--- src/rtl/rf_wb_arbiter_if.sv ---
// Bundle of pipeline WB, MDU result/issue and register-file write-port signals.
// master = pipeline/MDU side, slave = arbiter side.
interface rf_wb_arbiter_if #(
  parameter int DEPTH = 2
);
  localparam int CW = $clog2(DEPTH) + 1;

  logic          pipe_we;
  logic [4:0]    pipe_wn;
  logic [31:0]   pipe_d;
  logic          mdu_valid;
  logic          mdu_ready;
  logic [4:0]    mdu_wn;
  logic [31:0]   mdu_d;
  logic          mdu_issue;
  logic [4:0]    mdu_issue_rd;
  logic          rf_we;
  logic [4:0]    rf_wn;
  logic [31:0]   rf_d;
  logic [31:0]   busy;
  logic [CW-1:0] fifo_count;
  logic          wb_stall;

  modport master (
    output pipe_we, pipe_wn, pipe_d,
    output mdu_valid, mdu_wn, mdu_d, mdu_issue, mdu_issue_rd,
    input  mdu_ready, rf_we, rf_wn, rf_d, busy, fifo_count, wb_stall
  );

  modport slave (
    input  pipe_we, pipe_wn, pipe_d,
    input  mdu_valid, mdu_wn, mdu_d, mdu_issue, mdu_issue_rd,
    output mdu_ready, rf_we, rf_wn, rf_d, busy, fifo_count, wb_stall
  );
endinterface

--- src/rtl/rf_wb_arbiter.sv ---
// Register-file write-port arbiter: pipeline WB wins, MDU results queue and drain into idle slots.
// Optional STARVE_GUARD_EN: a waiting FIFO head eventually forces wb_stall and takes the port.
module rf_wb_arbiter #(
  parameter int DEPTH        = 2,
  parameter int STARVE_LIMIT = 8
) (
  input logic            clk,
  input logic            clrn,
  rf_wb_arbiter_if.slave bus
);
  localparam int AW = $clog2(DEPTH);
  localparam int CW = AW + 1;

  typedef struct packed {
    logic [4:0]  wn;
    logic [31:0] d;
  } mdu_ent_t;

  mdu_ent_t      r_mem [DEPTH];
  logic [AW-1:0] r_rptr;
  logic [AW-1:0] r_wptr;
  logic [CW-1:0] r_count;
  logic [31:0]   r_busy;

  mdu_ent_t      w_head;
  logic          w_empty;
  logic          w_ready;
  logic          w_push;
  logic          w_pop;
  logic          w_stall;
  logic          w_sel_we;
  logic [4:0]    w_sel_wn;
  logic [31:0]   w_sel_d;
  logic [31:0]   w_busy_nxt;

  assign w_head  = r_mem[r_rptr];
  assign w_empty = (r_count == '0);
  // Ready looks only at occupancy so the MDU never sees a combinational loop through valid.
  assign w_ready = clrn && (r_count < CW'(DEPTH));
  assign w_push  = bus.mdu_valid && w_ready;

  always_comb begin
    w_sel_we = 1'b0;
    w_sel_wn = '0;
    w_sel_d  = '0;
    w_pop    = 1'b0;
    if (bus.pipe_we && !w_stall) begin
      w_sel_we = 1'b1;
      w_sel_wn = bus.pipe_wn;
      w_sel_d  = bus.pipe_d;
    end else if (!w_empty) begin
      w_sel_we = 1'b1;
      w_sel_wn = w_head.wn;
      w_sel_d  = w_head.d;
      w_pop    = clrn;
    end
  end

  always_ff @(posedge clk or negedge clrn) begin
    if (!clrn) begin
      r_rptr  <= '0;
      r_wptr  <= '0;
      r_count <= '0;
    end else begin
      if (w_push) r_wptr <= r_wptr + 1'b1;
      if (w_pop)  r_rptr <= r_rptr + 1'b1;
      case ({w_push, w_pop})
        2'b10:   r_count <= r_count + 1'b1;
        2'b01:   r_count <= r_count - 1'b1;
        default: r_count <= r_count;
      endcase
    end
  end

  // Storage needs no reset: the pointers/count decide what is live.
  always_ff @(posedge clk) begin
    if (w_push) r_mem[r_wptr] <= {bus.mdu_wn, bus.mdu_d};
  end

  // Clear first, then set, so a new issue to the register just retired stays outstanding.
  always_comb begin
    w_busy_nxt = r_busy;
    if (w_pop && (w_head.wn != 5'd0)) w_busy_nxt[w_head.wn] = 1'b0;
    if (bus.mdu_issue && (bus.mdu_issue_rd != 5'd0)) w_busy_nxt[bus.mdu_issue_rd] = 1'b1;
    w_busy_nxt[0] = 1'b0;
  end

  always_ff @(posedge clk or negedge clrn) begin
    if (!clrn) r_busy <= '0;
    else       r_busy <= w_busy_nxt;
  end

`ifdef STARVE_GUARD_EN
  localparam int SW = $clog2(STARVE_LIMIT + 1);
  logic [SW-1:0] r_starve;

  always_ff @(posedge clk or negedge clrn) begin
    if (!clrn)                        r_starve <= '0;
    else if (w_empty || w_pop)        r_starve <= '0;
    else if (r_starve < SW'(STARVE_LIMIT)) r_starve <= r_starve + 1'b1;
  end

  assign w_stall = clrn && (r_starve >= SW'(STARVE_LIMIT));
`else
  // Pipeline priority is absolute; the limit only matters with the guard built in.
  assign w_stall = 1'b0 && (STARVE_LIMIT > 0);
`endif

  assign bus.mdu_ready  = w_ready;
  assign bus.rf_we      = clrn && w_sel_we && (w_sel_wn != 5'd0);
  assign bus.rf_wn      = w_sel_wn;
  assign bus.rf_d       = w_sel_d;
  assign bus.busy       = r_busy;
  assign bus.fifo_count = r_count;
  assign bus.wb_stall   = w_stall;
endmodule

--- src/flat_wrapper.sv ---
// flat-port wrapper written by rule: the top's interface ports become plain ports
module rf_wb_arbiter_flat 
#(
  parameter int DEPTH        = 2,
  parameter int STARVE_LIMIT = 8
)
  (clk, clrn, bus_pipe_we, bus_pipe_wn, bus_pipe_d, bus_mdu_valid, bus_mdu_wn, bus_mdu_d, bus_mdu_issue, bus_mdu_issue_rd, bus_mdu_ready, bus_rf_we, bus_rf_wn, bus_rf_d, bus_busy, bus_fifo_count, bus_wb_stall);
  rf_wb_arbiter_if #(.DEPTH(DEPTH)) bus_i ();
  input logic clk;
  input logic clrn;
  input wire logic [$bits(bus_i.pipe_we)-1:0] bus_pipe_we;
  input wire logic [$bits(bus_i.pipe_wn)-1:0] bus_pipe_wn;
  input wire logic [$bits(bus_i.pipe_d)-1:0] bus_pipe_d;
  input wire logic [$bits(bus_i.mdu_valid)-1:0] bus_mdu_valid;
  input wire logic [$bits(bus_i.mdu_wn)-1:0] bus_mdu_wn;
  input wire logic [$bits(bus_i.mdu_d)-1:0] bus_mdu_d;
  input wire logic [$bits(bus_i.mdu_issue)-1:0] bus_mdu_issue;
  input wire logic [$bits(bus_i.mdu_issue_rd)-1:0] bus_mdu_issue_rd;
  output wire logic [$bits(bus_i.mdu_ready)-1:0] bus_mdu_ready;
  output wire logic [$bits(bus_i.rf_we)-1:0] bus_rf_we;
  output wire logic [$bits(bus_i.rf_wn)-1:0] bus_rf_wn;
  output wire logic [$bits(bus_i.rf_d)-1:0] bus_rf_d;
  output wire logic [$bits(bus_i.busy)-1:0] bus_busy;
  output wire logic [$bits(bus_i.fifo_count)-1:0] bus_fifo_count;
  output wire logic [$bits(bus_i.wb_stall)-1:0] bus_wb_stall;
  assign bus_i.pipe_we = bus_pipe_we;
  assign bus_i.pipe_wn = bus_pipe_wn;
  assign bus_i.pipe_d = bus_pipe_d;
  assign bus_i.mdu_valid = bus_mdu_valid;
  assign bus_i.mdu_wn = bus_mdu_wn;
  assign bus_i.mdu_d = bus_mdu_d;
  assign bus_i.mdu_issue = bus_mdu_issue;
  assign bus_i.mdu_issue_rd = bus_mdu_issue_rd;
  assign bus_mdu_ready = bus_i.mdu_ready;
  assign bus_rf_we = bus_i.rf_we;
  assign bus_rf_wn = bus_i.rf_wn;
  assign bus_rf_d = bus_i.rf_d;
  assign bus_busy = bus_i.busy;
  assign bus_fifo_count = bus_i.fifo_count;
  assign bus_wb_stall = bus_i.wb_stall;
  rf_wb_arbiter #(.DEPTH(DEPTH), .STARVE_LIMIT(STARVE_LIMIT)) u_core (.clk(clk), .clrn(clrn), .bus(bus_i));
endmodule
--- config.mk ---
export PLATFORM = sky130hd
export DESIGN_NAME = rf_wb_arbiter_flat
export DESIGN_NICKNAME = d
export VERILOG_FILES = /design/src/rtl/rf_wb_arbiter_if.sv /design/src/rtl/rf_wb_arbiter.sv /design/src/flat_wrapper.sv
export SDC_FILE = /design/constraint.sdc
export NUM_CORES = 1
export LEC_CHECK = 0
export ABC_CLOCK_PERIOD_IN_PS = 3770
export BUFFER_PORTS_ARGS = -buffer_cell sky130_fd_sc_hd__buf_2
export CAP_MARGIN = 20
export CORE_MARGIN = 1
export CORE_UTILIZATION = 40
export DETAILED_ROUTE_END_ITERATION = 6
export GPL_ROUTABILITY_DRIVEN = 1
export HOLD_SLACK_MARGIN = 0.02
export PLACE_DENSITY_LB_ADDON = 0.2
export SLEW_MARGIN = 30
export SYNTH_ARGS = -nofsm -noshare
export SYNTH_HDL_FRONTEND = slang
export SYNTH_SLANG_ARGS = --single-unit
export TNS_END_PERCENT = 5
--- constraint.sdc ---
create_clock -name clk -period 3.77 [get_ports clk]
set_clock_uncertainty 0.1 [all_clocks]
set_input_delay 0.377 -clock clk [delete_from_list [all_inputs] [get_ports clk]]
set_output_delay 0.377 -clock clk [all_outputs]
set_load 0.005 [all_outputs]
==> run summary <==
Avg Cell Area, Syn = 12.0 µm²
Longest Clk Path Bufs = 2
Synth area leader = edfxtp_1
CTS H-tree lvls = 3
Largest net degree at the start of global routing = 45
Area of the multi-input gates = 1600 µm²
DRC marker count from the first detailed-route iteration = 198
Initial antenna violation count = 0
Power density cells = 608 nW/µm²
Drt via density = 5.17
Sequential share of the synthesized area = 0.636
Drt first pass iters = 4
Slew @ Worst Pin = 0.914 ns
Cts hold-fix bufs = 0
Die X = 112 µm
Overall Global Routing Usage = 0.187
# setup viols final = 0
CP top delay family = buffers and inverters
Top-area cell type share of the netlist area = 0.456
Synth top area cells = edfxtp_1 (46%), dfrtp_1 (18%), nand2_1 (7.9%)
Top_reg_cell synth = edfxtp_1
CORE AREA = 11700 µm²
Main combinational cell family by area after synthesis = simple AND/OR/NAND/NOR gates
Via count = 3641
Simple-Gate Fraction of Synth Area = 0.130
Number of fill cells in the layout = 1033
Complex-gate fraction of the synthesized area = 0.106
Final hold violation count = 0
Cell Area, Synth = 4870 µm²
Power, Total = 3630 µW
Synth Warn # = 0
Async S/R FF share, synth = 0.321
Global route overflow = 0
Crit path required time = 3.29 ns
Synth unique cells = 45
Initial Util = 0.418
Adder-Cell Fraction of Synth Area = 0.00257
Post CTS Setup Buffer Count = 0
Internal reg-to-reg setup slack = 1.54 ns
Period utilization = 0.751
Max frequency = 0.353 GHz
Die span in y = 112 µm
Row count = 39
Fraction of layout cells with a size suffix above 1 = 0.330
Placed cell area = 5700 µm²
PortBufs = 155
CTS Sinks = 109
Nets = 641
Root Buffer = clkbuf_16
Rel. slew slack = 0.391
Kind of end point of the critical path = output pin
Synth Area in XOR/XNOR = 0.00898
First-pass GRT wire length = 17.6 mm
Yosys reg bits = 109
Final ANT Viol Nets = 0
Setup TNS = 0 ns
Num ports = 158
Post-CTS sizing = 0
Hpwl dp = 8.32 mm
Post-synthesis mux area share = 0.0770
DRT Wirelength = 11.6 mm
Die area = 12600 µm²
Routability cong. = 0.809
Max_cap viols = 0
Max incr delay on CP = 0.72 ns
Drc violations = 0
Worst-path cell with the longest stage delay = dfrtp_2
Cells after Synth = 406
P&R area growth vs syn = 22.4%
Worst path cell trace = buf_4 -> buf_4 -> mux2i_1 -> o21ai_0 -> buf_2
CP most frequent cell = buf_4
Worst setup SP type = flip-flop
Max-slew violation count = 0
Crit-path max FO = 27
Clock slew at reported path FFs = 0.07 ns
Static Leak = 0.00255 µW
WS Path Type = flip-flop to output pin
Seq. cell area = 3100 µm²
Clock Latency Late Sink = 0.34 ns
Number of global-route vias before repair = 3401
EDFF count, synth = 74
Wirelength per Cell = 16.5 µm
WP data arrival = 2.36 ns
Maximum VDD drop = 0.282 mV
Unrepaired setup endpoints after global routing = false
WP buf/inv = 3
CTS tree = built
Final instance area = 5970 µm²
Status = finished clean
Number of buffers created by CTS = 9
Crit path time final = 2.83 ns
Hold WC Path Type = primary input to asynchronous set/reset pin
[flip-flops by register name (all words and copies together), names as in the netlist]
name                   flops
u_core.r_wptr              1
u_core.r_rptr              1
u_core.bus.fifo_count      2
u_core.r_mem              74
u_core.bus.busy           31
[report_power, final]
group / leakage (µW) / internal, µW / switching (µW) / total [µW]
clock: 0.000126 / 444 / 411 / 855
sequential: 0.00108 / 1520 / 177 / 1700
combinational: 0.00135 / 486 / 587 / 1070
total: 0.00255 / 2450 / 1180 / 3630
[cells in the mapped netlist, types with 3 or more instances]
library cell	count
buf_6	11
edfxtp_1	74
dfrtp_1	35
o21ai_1	8
buf_4	4
buf_1	3
nor2b_1	4
nor3_1	4
o41ai_1	4
inv_1	3
clkbuf_1	4
nand2b_1	3
o21ai_0	53
xnor2_1	4
o2111ai_1	4
nand2_1	103
nor2_1	15
mux2i_1	35
[cells by family after synthesis]
family / Yosys count
compound gates: 83
xor+xnor: 5
fa+ha+maj: 1
buf+inv: 25
flops: 109
mux: 37
other cells: 1
simple gates: 145
[layout make-up]
class                           count  share of cell area
Sequential cell                   109               0.519
Inverter                            3             0.00189
Clock inverter                      6             0.00650
Tap cell                          143              0.0300
Clock buffer                        9              0.0377
Antenna cell                        1            0.000419
Multi-Input combinational cell    273               0.268
Timing Repair Buffer              160               0.136
[stage by stage]
| stage | setup slack, ns | utilization | hold slack [ns] | instances |
|---|---|---|---|---|
| final | 0.937 | 0.512 | 0.0536 | 704 |
| after global routing | 0.791 | 0.511 | 0.0935 | 703 |
| after CTS | 0.906 | 0.511 | 0.0684 | 703 |
| after detailed placement | 1.29 | 0.489 | 0.383 | 688 |
| after global placement | 1.32 | 0.489 | 0.373 | 688 |
| after floorplan | 0.792 | - | -0.0186 | 407 |
[layer usage]
metal,vias to the layer above,share of wire,global-route usage
li1,1755,-,-
met1,1740,0.44,0.241
met2,131,0.48,0.304
met3,15,0.062,0.0464
met4,0,0.017,0.0756
met5,-,0,0
[cell usage in the layout, fill, tap and decap left out, drive strengths merged, types with 2 or more instances in the layout]
cell type	n
a21oi	2
a22oi	3
a32oi	2
and3	2
and3b	2
buf	160
clkbuf	9
clkinv	2
clkinvlp	2
conb	2
dfrtp	35
edfxtp	74
inv	5
mux2i	36
nand2	104
nand2b	3
nor2	15
nor2b	4
nor3	4
nor3b	2
nor4	2
nor4bb	2
o2111ai	5
o211ai	2
o21ai	61
o41ai	4
xnor2	4
[final timing paths]
kind                       cells after the start                   to          startpoint
setup / recovery                               5         bus_rf_d[30]       u_core.r_rptr
hold / removal                                 2   u_core.bus.busy[8]                clrn
setup reg to reg                               4   u_core.bus.busy[7]       u_core.r_rptr
hold reg to reg                                2   u_core.bus.busy[8]  u_core.bus.busy[8]
max in group asynchronous                      2        u_core.r_rptr                clrn
min in group clk                               1  u_core.r_mem[1][20]       bus_mdu_d[20]
(Power assumes the default switching activity.)
